<file path="src/rtl/sysid_check_ctrl_pkg.sv">
// Shared types and constants for the system-ID check controller.
package sysid_pkg;

    typedef enum logic [2:0] {
        ST_IDLE,
        ST_RD_ID_REQ,
        ST_RD_ID_WAIT,
        ST_RD_TS_REQ,
        ST_RD_TS_WAIT,
        ST_CHECK,
        ST_DONE
    } state_t;

    localparam logic SYSID_ADDR_ID = 1'b0;
    localparam logic SYSID_ADDR_TS = 1'b1;

    localparam logic [31:0] DEFAULT_EXPECTED_ID = 32'd2;
    localparam logic [31:0] DEFAULT_EXPECTED_TS = 32'd1547124852;

    // Counter width able to hold 0..n, never narrower than one bit.
    function automatic int unsigned cnt_width(input int unsigned n);
        return (n == 0) ? 1 : $clog2(n + 1);
    endfunction

endpackage

</file>
<file path="src/rtl/sysid_check_ctrl_if.sv">
// Avalon-MM read-only link between the check controller and the sysid slave.
interface sysid_check_ctrl_if;

    logic        address;
    logic        read;
    logic        waitrequest;
    logic [31:0] readdata;
    logic        readdatavalid;

    modport master (
        output address,
        output read,
        input  waitrequest,
        input  readdata,
        input  readdatavalid
    );

    modport slave (
        input  address,
        input  read,
        output waitrequest,
        output readdata,
        output readdatavalid
    );

endinterface

</file>
<file path="src/rtl/sysid_check_ctrl_avm_read_txn.sv">
// One Avalon read transaction: strobe generation, completion detection and
// per-transaction timeout counting.
module avm_read_txn
    import sysid_pkg::*;
#(
    parameter int unsigned TIMEOUT_CYCLES = 255
) (
    input  logic                      clock,
    input  logic                      reset_n,
    input  logic                      req_phase,
    input  logic                      wait_phase,
    input  logic                      address,
    sysid_check_ctrl_if.master        avm,
    output logic                      accept,
    output logic                      complete,
    output logic                      expired,
    output logic [31:0]               data
);

    localparam int unsigned CNT_W = cnt_width(TIMEOUT_CYCLES);

    logic [CNT_W-1:0] cnt;
    logic             active;
    logic             last_cycle;

    assign avm.read    = req_phase;
    assign avm.address = address;

    assign active     = req_phase | wait_phase;
    assign accept     = req_phase & ~avm.waitrequest;
    // A zero-latency slave completes in the accept cycle itself.
    assign complete   = (accept | wait_phase) & avm.readdatavalid;
    assign last_cycle = (cnt == CNT_W'(TIMEOUT_CYCLES - 1));
    assign expired    = active & last_cycle & ~complete;
    assign data       = avm.readdata;

    // Zero outside REQ/WAIT and after each completion, so every REQ entry
    // starts counting from zero.
    always_ff @(posedge clock) begin
        if (!reset_n || !active || complete || expired) begin
            cnt <= '0;
        end else begin
            cnt <= cnt + 1'b1;
        end
    end

endmodule

</file>
<file path="src/rtl/sysid_check_ctrl.sv">
// Boot-time system-ID checker: reads ID and timestamp words over Avalon-MM,
// compares them to expected values and publishes pass/fail status.
module sysid_check_ctrl
    import sysid_pkg::*;
#(
    parameter logic [31:0] EXPECTED_ID    = DEFAULT_EXPECTED_ID,
    parameter logic [31:0] EXPECTED_TS    = DEFAULT_EXPECTED_TS,
    parameter int unsigned TIMEOUT_CYCLES = 255,
    parameter int unsigned MAX_RETRIES    = 3,
    parameter bit          AUTO_START     = 1'b1
) (
    input  logic                                 clock,
    input  logic                                 reset_n,
    input  logic                                 start,
    sysid_check_ctrl_if.master                   avm,
    output logic                                 busy,
    output logic                                 done,
    output logic                                 pass,
    output logic                                 id_match,
    output logic                                 ts_match,
    output logic                                 timeout,
    output logic [cnt_width(MAX_RETRIES)-1:0]    retry_cnt,
    output logic [31:0]                          id_value,
    output logic [31:0]                          ts_value
);

    localparam int unsigned RETRY_W = cnt_width(MAX_RETRIES);

    state_t      state;
    state_t      state_nxt;
    logic        auto_pending;

    logic        req_phase;
    logic        wait_phase;
    logic        rd_address;
    logic        txn_accept;
    logic        txn_complete;
    logic        txn_expired;
    logic [31:0] txn_data;

    logic        id_ok;
    logic        ts_ok;
    logic        can_retry;

    logic        launch;
    logic        cap_id;
    logic        cap_ts;
    logic        do_check;
    logic        do_retry;
    logic        enter_done;
    logic        set_pass;
    logic        set_timeout;

    assign req_phase  = (state == ST_RD_ID_REQ)  || (state == ST_RD_TS_REQ);
    assign wait_phase = (state == ST_RD_ID_WAIT) || (state == ST_RD_TS_WAIT);
    assign rd_address = ((state == ST_RD_TS_REQ) || (state == ST_RD_TS_WAIT))
                        ? SYSID_ADDR_TS : SYSID_ADDR_ID;
    assign busy       = (state != ST_IDLE) && (state != ST_DONE);

    assign id_ok     = (id_value == EXPECTED_ID);
    assign ts_ok     = (ts_value == EXPECTED_TS);
    assign can_retry = (retry_cnt < RETRY_W'(MAX_RETRIES));

    avm_read_txn #(
        .TIMEOUT_CYCLES (TIMEOUT_CYCLES)
    ) u_txn (
        .clock      (clock),
        .reset_n    (reset_n),
        .req_phase  (req_phase),
        .wait_phase (wait_phase),
        .address    (rd_address),
        .avm        (avm),
        .accept     (txn_accept),
        .complete   (txn_complete),
        .expired    (txn_expired),
        .data       (txn_data)
    );

    always_comb begin
        state_nxt   = state;
        launch      = 1'b0;
        cap_id      = 1'b0;
        cap_ts      = 1'b0;
        do_check    = 1'b0;
        do_retry    = 1'b0;
        enter_done  = 1'b0;
        set_pass    = 1'b0;
        set_timeout = 1'b0;

        case (state)
            ST_IDLE: begin
                if (start || auto_pending) begin
                    launch    = 1'b1;
                    state_nxt = ST_RD_ID_REQ;
                end
            end
            ST_DONE: begin
                if (start) begin
                    launch    = 1'b1;
                    state_nxt = ST_RD_ID_REQ;
                end
            end
            ST_RD_ID_REQ, ST_RD_ID_WAIT: begin
                if (txn_complete) begin
                    cap_id    = 1'b1;
                    state_nxt = ST_RD_TS_REQ;
                end else if (txn_expired) begin
                    set_timeout = 1'b1;
                    enter_done  = 1'b1;
                    state_nxt   = ST_DONE;
                end else if ((state == ST_RD_ID_REQ) && txn_accept) begin
                    state_nxt = ST_RD_ID_WAIT;
                end
            end
            ST_RD_TS_REQ, ST_RD_TS_WAIT: begin
                if (txn_complete) begin
                    cap_ts    = 1'b1;
                    state_nxt = ST_CHECK;
                end else if (txn_expired) begin
                    set_timeout = 1'b1;
                    enter_done  = 1'b1;
                    state_nxt   = ST_DONE;
                end else if ((state == ST_RD_TS_REQ) && txn_accept) begin
                    state_nxt = ST_RD_TS_WAIT;
                end
            end
            ST_CHECK: begin
                do_check = 1'b1;
                if (id_ok && ts_ok) begin
                    set_pass   = 1'b1;
                    enter_done = 1'b1;
                    state_nxt  = ST_DONE;
                end else if (can_retry) begin
                    do_retry  = 1'b1;
                    state_nxt = ST_RD_ID_REQ;
                end else begin
                    enter_done = 1'b1;
                    state_nxt  = ST_DONE;
                end
            end
            default: state_nxt = ST_IDLE;
        endcase
    end

    always_ff @(posedge clock) begin
        if (!reset_n) begin
            state        <= ST_IDLE;
            auto_pending <= AUTO_START;
            done         <= 1'b0;
            pass         <= 1'b0;
            id_match     <= 1'b0;
            ts_match     <= 1'b0;
            timeout      <= 1'b0;
            retry_cnt    <= '0;
            id_value     <= '0;
            ts_value     <= '0;
        end else begin
            state <= state_nxt;
            if (launch) begin
                auto_pending <= 1'b0;
                done         <= 1'b0;
                pass         <= 1'b0;
                id_match     <= 1'b0;
                ts_match     <= 1'b0;
                timeout      <= 1'b0;
                retry_cnt    <= '0;
            end
            if (cap_id) begin
                id_value <= txn_data;
            end
            if (cap_ts) begin
                ts_value <= txn_data;
            end
            if (do_check) begin
                id_match <= id_ok;
                ts_match <= ts_ok;
            end
            if (do_retry) begin
                retry_cnt <= retry_cnt + 1'b1;
            end
            if (enter_done) begin
                done <= 1'b1;
            end
            if (set_pass) begin
                pass <= 1'b1;
            end
            if (set_timeout) begin
                timeout <= 1'b1;
            end
        end
    end

endmodule
</file>
<file path="src/flat_wrapper.sv">
// flat-port wrapper written by rule: the top's interface ports become plain ports
module sysid_check_ctrl_flat import sysid_pkg::*;
#(
    parameter logic [31:0] EXPECTED_ID    = DEFAULT_EXPECTED_ID,
    parameter logic [31:0] EXPECTED_TS    = DEFAULT_EXPECTED_TS,
    parameter int unsigned TIMEOUT_CYCLES = 255,
    parameter int unsigned MAX_RETRIES    = 3,
    parameter bit          AUTO_START     = 1'b1
)
  (clock, reset_n, start, busy, done, pass, id_match, ts_match, timeout, retry_cnt, id_value, ts_value, avm_address, avm_read, avm_waitrequest, avm_readdata, avm_readdatavalid);
  sysid_check_ctrl_if avm_i ();
  input  logic clock;
  input  logic reset_n;
  input  logic start;
  output logic busy;
  output logic done;
  output logic pass;
  output logic id_match;
  output logic ts_match;
  output logic timeout;
  output logic [cnt_width(MAX_RETRIES)-1:0] retry_cnt;
  output logic [31:0] id_value;
  output logic [31:0] ts_value;
  output wire logic [$bits(avm_i.address)-1:0] avm_address;
  output wire logic [$bits(avm_i.read)-1:0] avm_read;
  input wire logic [$bits(avm_i.waitrequest)-1:0] avm_waitrequest;
  input wire logic [$bits(avm_i.readdata)-1:0] avm_readdata;
  input wire logic [$bits(avm_i.readdatavalid)-1:0] avm_readdatavalid;
  assign avm_address = avm_i.address;
  assign avm_read = avm_i.read;
  assign avm_i.waitrequest = avm_waitrequest;
  assign avm_i.readdata = avm_readdata;
  assign avm_i.readdatavalid = avm_readdatavalid;
  sysid_check_ctrl #(.EXPECTED_ID(EXPECTED_ID), .EXPECTED_TS(EXPECTED_TS), .TIMEOUT_CYCLES(TIMEOUT_CYCLES), .MAX_RETRIES(MAX_RETRIES), .AUTO_START(AUTO_START)) u_core (.clock(clock), .reset_n(reset_n), .start(start), .avm(avm_i), .busy(busy), .done(done), .pass(pass), .id_match(id_match), .ts_match(ts_match), .timeout(timeout), .retry_cnt(retry_cnt), .id_value(id_value), .ts_value(ts_value));
endmodule
</file>
<file path="config.mk">
export PLATFORM = sky130hd
export DESIGN_NAME = sysid_check_ctrl_flat
export DESIGN_NICKNAME = d
export VERILOG_FILES = /design/src/rtl/sysid_check_ctrl_pkg.sv /design/src/rtl/sysid_check_ctrl_if.sv /design/src/rtl/sysid_check_ctrl_avm_read_txn.sv /design/src/rtl/sysid_check_ctrl.sv /design/src/flat_wrapper.sv
export SDC_FILE = /design/constraint.sdc
export NUM_CORES = 1
export LEC_CHECK = 0
export BUFFER_PORTS_ARGS = -buffer_cell sky130_fd_sc_hd__buf_4
export CAP_MARGIN = 25
export CORE_MARGIN = 2
export CORE_UTILIZATION = 45
export CTS_CLUSTER_SIZE = 25
export DETAILED_ROUTE_END_ITERATION = 16
export GPL_ROUTABILITY_DRIVEN = 0
export PLACE_DENSITY = 0.84
export RECOVER_POWER = 50
export SETUP_SLACK_MARGIN = 0.4
export SYNTH_ARGS = -nofsm -noshare
export SYNTH_HDL_FRONTEND = slang
export SYNTH_SLANG_ARGS = --single-unit
</file>
<file path="constraint.sdc">
create_clock -name clock -period 1.5 [get_ports clock]
set_input_delay 0.075 -clock clock [delete_from_list [all_inputs] [get_ports clock]]
set_output_delay 0.075 -clock clock [all_outputs]
set_load 0.1 [all_outputs]
</file>
==> results of run 1 <==
[what timing repair did]
action / 4_1_cts
pin swaps: 55
endpoints found under the hold margin: 55
resized for setup: 263
setup endpoints to repair: 154
hold buffers: 33
buffers inserted: 15
gates cloned: 8
[metrics by stage]
stage               area (um^2)  setup WS [ps]  hold slack, ps
detailed placement         5330           -495             299
global placement           5330           -437             293
floorplan                  3760           -268             137
CTS                        7180           -384            35.8
[logic make-up after synthesis]
| logic type | share of synthesized area |
|---|---|
| fa+ha+maj | 0.0137 |
| flops | 0.480 |
| simple gates | 0.238 |
| buf+inv | 0.0423 |
| xor+xnor | 0.0152 |
| mux | 0.0958 |
| compound gates | 0.115 |
==> key figures, run 1 <==
Status
  • Status: did not finish
  • Stage reached: 5_1_grt
  • Run Error: [ERROR DPL-0038] Utilization greater than 100%, impossible to legalize

Logic synthesis
  • Synth Flop Type: dfxtp_1
  • Register bit count reported by yosys: 83
  • Cell type with the highest aggregate area in the netlist: dfxtp_1
  • Unique masters post-synth: 50
  • Cell area after synthesis: about 3500 um^2
  • Top-area cell type share of the netlist area: 0.480
  • Top-count cell post-synth: dfxtp_1
  • Synth top area cells: dfxtp_1, mux2i_1, nand2_1, nor2_1, a21oi_1
  • Top post-synthesis cells by count: dfxtp_1, nand2_1, nor2_1
  • Mapped Nets: 437
  • Post-synth ARST share: 0
  • Mapped Cells: between 300 and 400
  • Sequential cell area fraction in the yosys report: 0.480
  • Ys Warns: 0
  • Synthesized area per cell: between 8 and 9 um^2
  • Post-synth EDFFs: 0

Floorplanning
  • Starting Density: 0.470
  • # rows: 31
  • Die X: just over 90 um
  • I/O pin count: approximately 110
  • Die Ht: 91.7 um

Clock tree
  • Num Clock Sinks: between 80 and 90
  • CTS Buffer Depth: 2
  • CTS Root Cell: clkbuf_8
  • H-tree depth: 3
  • CTS buffer count: 9

Global route
  • Largest net degree at the start of global routing: 70

STA
  • Post-GRT worst EP: u_core.state[0]$_SDFFE_PN0P_/D
  • Worst EP Category: register input

Placement
  • DPL Wire Length: approximately 8000 um
  • Placed insts: between 600 and 700
  • PortBufs: 110
==> inputs of run 2 (changes only) <==
- CORE_UTILIZATION: 45 -> 30
- CTS_CLUSTER_SIZE: 25 -> not set
- PLACE_DENSITY: 0.84 -> not set
- PLACE_DENSITY_LB_ADDON: not set -> 0.15
- SETUP_SLACK_MARGIN: 0.4 -> not set
- clock period: 1.5 -> 2 ns (I/O delays scaled with it)
==> run 2 against run 1 <==
Against the previous run:
- the run now ends clean
- synthesized area unchanged
- synthesized cell count unchanged
==> key figures, run 2 <==
Worst hold path
  • Hold Crit Class: in -> reg

Logic synthesis
  • Post-synth EDFFs: 0
  • Synthesized area per cell: 8.72 um^2
  • Post-synth ARST share: 0
  • Cell area after synthesis: between 3000 and 4000 um^2
  • Cell type with the highest aggregate area in the netlist: dfxtp_1
  • Mapped Nets: ~440
  • Ys Warns: 0
  • Top-count cell post-synth: dfxtp_1
  • Register bit count reported by yosys: 83
  • Synth top area cells: dfxtp_1, mux2i_1, nand2_1, nor2_1, a21oi_1
  • Top post-synthesis cells by count: dfxtp_1, nand2_1, nor2_1
  • Top-area cell type share of the netlist area: 0.480
  • Unique masters post-synth: 50
  • Sequential cell area fraction in the yosys report: 0.480
  • Synth Flop Type: dfxtp_1
  • Mapped Cells: 397

STA
  • Setup violators final: 0
  • Slew margin rel.: 0.175
  • Setup Skew: 4.05 ps
  • Fin crit share: 0.932
  • Final worst setup slack: 136 ps
  • Slew Viols, Final: 0
  • Hold slack: around 11 ps
  • Min cycle time layout: ~1900 ps
  • Max Clk Rate: about 0.54 GHz
  • Worst Tran Pin Value: roughly 1200 ps
  • Final hold violation count: 0

Worst setup path
  • WP data arrival: about 2100 ps
  • Critical path's most frequent cell: buf_4
  • Worst EP required: around 2300 ps
  • Worst path top cell family by delay: compound AO/OA/AOI/OAI gates
  • CP max stage cell: o41ai_4
  • Crit-path cells: nor4bb_4, buf_4, nand4_1, o41ai_4, buf_4, a221oi_1, o21ai_0
  • Critical Path Source Type: flop
  • Max incr delay on CP: ~400 ps
  • Setup CP Type: reg -> reg
  • Crit-path max FO: 4
  • Crit. End Element: flop
  • WP buf/inv: 2

Floorplanning
  • Die X: roughly 110 um
  • I/O pin count: 111
  • # rows: 39
  • Core area: 11,300 um^2
  • Die Ht: approximately 110 um
  • Starting Density: 0.306
  • Die ar.: between 10,000 and 15,000 um^2

Pwr
  • Logic pwr share: 0.435
  • Net Sw Frac: 0.447
  • Leakage: 2.05 nW
  • Int Power: about 0.0036 W
  • Sequential share of power: 0.313
  • Pwr Density: roughly 1400 nW/um^2
  • Sw Pwr: just under 0.003 W
  • Clock power share: 0.253
  • Max IR drop VDD: 0.872 mV

Placement
  • Placed insts: 652
  • DPL Wire Length: 7350 um
  • Area after DPL: approximately 4600 um^2
  • Setup WS pre-CTS: -46.7 ps
  • PortBufs: between 100 and 150

Route
  • Routed wire length per instance: approximately 15 um
  • Via/cell ratio: 4.74
  • ANT nets after route: 0
  • Pre-antenna DRT Iters: 4
  • Via count: between 3,000 and 4,000
  • Initial DRC Count: approximately 120
  • Final WL: slightly above 10,000 um
  • Drt drc: 0

Layout
  • Fraction of layout cells with a size suffix above 1: 0.304
  • Finished Cell Area: around 4700 um^2
  • Largest regs: u_core.id_value x32, u_core.ts_value x32, u_core.u_txn.cnt x8
  • Utilization after layout: 0.418
  • Antenna Cells: 0
  • Final Instance Count excl. Fillers: between 600 and 700
  • Layout area overhead: 36.8%
  • Most frequent cells in the layout: nand2_1, buf_4, nor2_1, clkbuf_1, dfxtp_2
  • Commonest non-fill, non-tap cell in the layout: nand2_1
  • Fin nets: 562

Global route
  • Initial antenna violation count: 0
  • First-pass GRT wire length: 16,300 um
  • Largest net degree at the start of global routing: 69
  • Aggregate global-route resource usage: 0.164
  • Gr ovfl total: 0
  • Vias in the first global route: between 2,000 and 3,000

Clock tree
  • H-tree depth: 3
  • CTS tree: done
  • CTS Buffer Depth: 2
  • CTS Root Cell: clkbuf_16
  • CTS buffer count: 9
  • Num Clock Sinks: just over 80
  • Skew-Pair Late Insertion Delay: about 330 ps
  • CTS clk-pin slew, worst paths: 60 ps

Job
  • MaxCap Viol Count: 0

Status
  • Status: finished clean
==> run 2: worst paths after layout <==
path | slack (ps) | startpoint | to | depth (start not counted)
worst max-delay path | 140 | u_core.ts_value[25] | u_core.state[1] | 7
worst min-delay path | 10 | avm_readdata[6] | u_core.id_value[6] | 3
worst max register to register | 140 | u_core.ts_value[25] | u_core.state[1] | 7
worst min register to register | 460 | u_core.ts_value[27] | u_core.ts_value[27] | 2
==> run 2: power by group through the flow <==
stage	Clock [W]	Combinational, W	Sequential, W
6_report	0.00164	0.00282	0.00203
2_1_floorplan	0	0.00122	0.00308
4_1_cts	0.00169	0.00297	0.00203
3_3_place_gp	0	0.00295	0.00205
3_5_place_dp	0	0.00296	0.00206
5_1_grt	0.00177	0.00299	0.00205
==> run 2: final cells by class <==
cell class / count / area (um^2)
tap: 143 / 179
timing repair buffer: 137 / 816
clock buffer: 11 / 243
fill: 1219 / 6590
multi-input combinational: 286 / 1710
sequential: 83 / 1720
inverter: 5 / 18.8
clock inverter: 5 / 52.6
==> run 2: cell families after synthesis <==
kind of cell / synth area share
AOI/OAI and AO/OA: 0.115
xor gates and xnor gates: 0.0152
adders and majority gates: 0.0137
buffers and inverters: 0.0423
DFF: 0.480
muxes: 0.0958
and+or+nand+nor: 0.238
==> run 2: per-layer routing <==
metal | global-route usage | vias up | part of all wire
li1 | - | 1618 | -
met1 | 0.227 | 1473 | 0.49
met2 | 0.253 | 73 | 0.45
met3 | 0.0408 | 9 | 0.041
met4 | 0.0519 | 0 | 0.012
met5 | 0 | - | 0
==> run 2: worst min-delay path: cells and delay by family <==
family | cells | cell delay, ps
buffers and inverters | 1 | 80
muxes | 1 | 50
and+or+nand+nor | 1 | 70
==> run 2: stage by stage <==
| step | total power (W) | setup TNS, ps |
|---|---|---|
| 2_1_floorplan | 0.00430 | 0 |
| 6_report | 0.00648 | 0 |
| 5_1_grt | 0.00681 | -0.657 |
| 4_1_cts | 0.00668 | 0 |
| 3_5_place_dp | 0.00502 | -87.7 |
| 3_3_place_gp | 0.00500 | 0 |
==> run 2: repair_timing <==
action,4_1_cts,5_1_grt
buffers inserted,0,1
gates resized for setup,2,5
pin swaps,1,3
hold endpoints to repair,1,0
hold buffers,1,0
setup endpoints to repair,5,5
No activity file was read; power rests on OpenSTA's default activity.
==> inputs of run 3 (changes only) <==
- PLACE_DENSITY: not set -> 0.6
- PLACE_DENSITY_LB_ADDON: 0.15 -> not set
- clock period: 2 -> 2.15 ns (I/O delays scaled with it)
==> run 3 against run 2 <==
Against the previous run:
- total power is 4.3% lower
- clock power grew 9.8%
- via count is 0.91% lower
- critical path type unchanged
- cell area is 3.9% lower
==> key figures, run 3 (same netlist as run 2, synthesis figures left out) <==
Floorplanning
  • Starting Density: 0.306
  • # rows: 39
  • Die Ht: ~110 um
  • I/O pin count: 111
  • Core area: ~11,000 um^2
  • Die X: about 110 um
  • Die ar.: between 10,000 and 15,000 um^2

Pwr
  • Leakage: between 1.5 and 2 nW
  • Pwr Density: approximately 1400 nW/um^2
  • Max IR drop VDD: around 1.6 mV

Job
  • MaxCap Viol Count: 0

STA
  • Slew Viols, Final: 0
  • Worst Tran Pin Value: 1230 ps
  • Final hold violation count: 0
  • Final worst setup slack: ~120 ps
  • Fin crit share: 0.942
  • Max Clk Rate: approximately 0.49 GHz
  • Setup Skew: just under 9 ps
  • Min cycle time layout: ~2000 ps
  • Setup TNS: 0 ps
  • Setup violators final: 0
  • Slew margin rel.: 0.186
  • Hold slack: 21.0 ps
  • RSZ-0062 raised after global routing: false

Layout
  • Fin nets: 545
  • Utilization after layout: 0.402
  • Commonest non-fill, non-tap cell in the layout: nand2_1
  • Most frequent cells in the layout: nand2_1, dfxtp_1, clkbuf_1, nor2_1, buf_4
  • Layout area overhead: 31.4%
  • Fill cells: about 1,200
  • Largest regs: u_core.id_value x32, u_core.ts_value x32, u_core.u_txn.cnt x8
  • Antenna Cells: 0
  • Fraction of layout cells with a size suffix above 1: 0.157

Placement
  • PortBufs: between 100 and 150
  • Setup WS pre-CTS: ~160 ps
  • DPL Wire Length: roughly 7400 um

Worst hold path
  • Hold Crit Depth: 3
  • Hold Crit Class: in -> reg

Clock tree
  • Skew-Pair Late Insertion Delay: roughly 330 ps
  • Post-CTS resize count: 0
  • CTS tree: done
  • CTS Buffer Depth: 2
  • CTS buffer count: 9
  • CTS Root Cell: clkbuf_16
  • CTS clk-pin slew, worst paths: 60 ps
  • Num Clock Sinks: between 80 and 90
  • H-tree depth: 3

Global route
  • First-pass GRT wire length: approximately 16,000 um
  • Vias in the first global route: approximately 3,000
  • Initial antenna violation count: 0
  • Aggregate global-route resource usage: 0.160
  • Gr ovfl total: 0
  • Largest net degree at the start of global routing: 54

Worst setup path
  • Max incr delay on CP: a little over 500 ps
  • Critical Path Source Type: flop
  • CP max stage cell: o41ai_4
  • Crit. End Element: flop
  • Crit-path max FO: 5
  • Worst EP required: 2360 ps
  • Reg2reg setup slack: about 120 ps
  • Critical path's most frequent cell: nor2_1
  • Crit-path cells: nor4_1, nand4_1, o41ai_4, nor2_1, nor2_1, o22ai_1
  • R2R cell count: 6
  • WP data arrival: 2230 ps
  • Setup CP Type: reg -> reg

Route
  • Final WL: about 10,000 um
  • Drt drc: 0
  • Routed wire length per instance: 15.4 um
  • Initial DRC Count: around 200
  • Via/cell ratio: approximately 4.8
  • Pre-antenna DRT Iters: 4
  • ANT nets after route: 0
  • Via count: 3,144

Status
  • Status: finished clean
## run 3: per-stage QoR
| stage | area [um^2] | total power [W] | instances |
|---|---|---|---|
| 2_1_floorplan | 3480 | 0.00398 | 397 |
| 3_3_place_gp | 4450 | 0.00452 | 635 |
| 3_5_place_dp | 4450 | 0.00454 | 635 |
| 4_1_cts | 4810 | 0.00635 | 651 |
| 5_1_grt | 4550 | 0.00649 | 652 |
| 6_report | 4550 | 0.00620 | 652 |
## run 3: worst paths after layout
kind	from	to
setup / recovery	u_core.id_value[10]	u_core.state[0]
hold / removal	avm_readdata[22]	u_core.id_value[22]
setup reg to reg	u_core.id_value[10]	u_core.state[0]
hold reg to reg	u_core.ts_value[14]	u_core.ts_value[14]
## run 3: layout make-up
class                           count  area [um^2]  share of cell area
Clock buffer                       11          253              0.0555
Multi-Input combinational cell    286         1670               0.367
Tap cell                          143          179              0.0393
Inverter                            5         18.8             0.00412
Timing Repair Buffer              120          659               0.145
Clock inverter                      4         97.6              0.0214
Sequential cell                    83         1670               0.368
## run 3: where the power goes
group          internal (W)  switching, W
Clock               0.00119      0.000603
Sequential          0.00172      0.000169
Combinational      0.000607       0.00191
## run 3: layer usage
layer  track usage  wire length [um]  vias to the layer above  part of all wire
met5             0                 0                        -                 0
met1         0.221              4800                     1486              0.48
met2         0.252              4690                       71              0.47
met4        0.0502                86                        0            0.0086
li1              -                 -                     1581                 -
met3        0.0348               455                        6             0.045
## run 3: worst max-delay path, delay by kind of cell, from the launching register on
kind | cells | cell delay, ps
and+or+nand+nor | 4 | 980
AOI/OAI and AO/OA | 2 | 590
DFF | 1 | 320
## run 3: what timing repair did
item,CTS,global route
buffers inserted,0,1
hold endpoints to repair,1,0
hold buffers,1,0
setup endpoints to repair,0,2
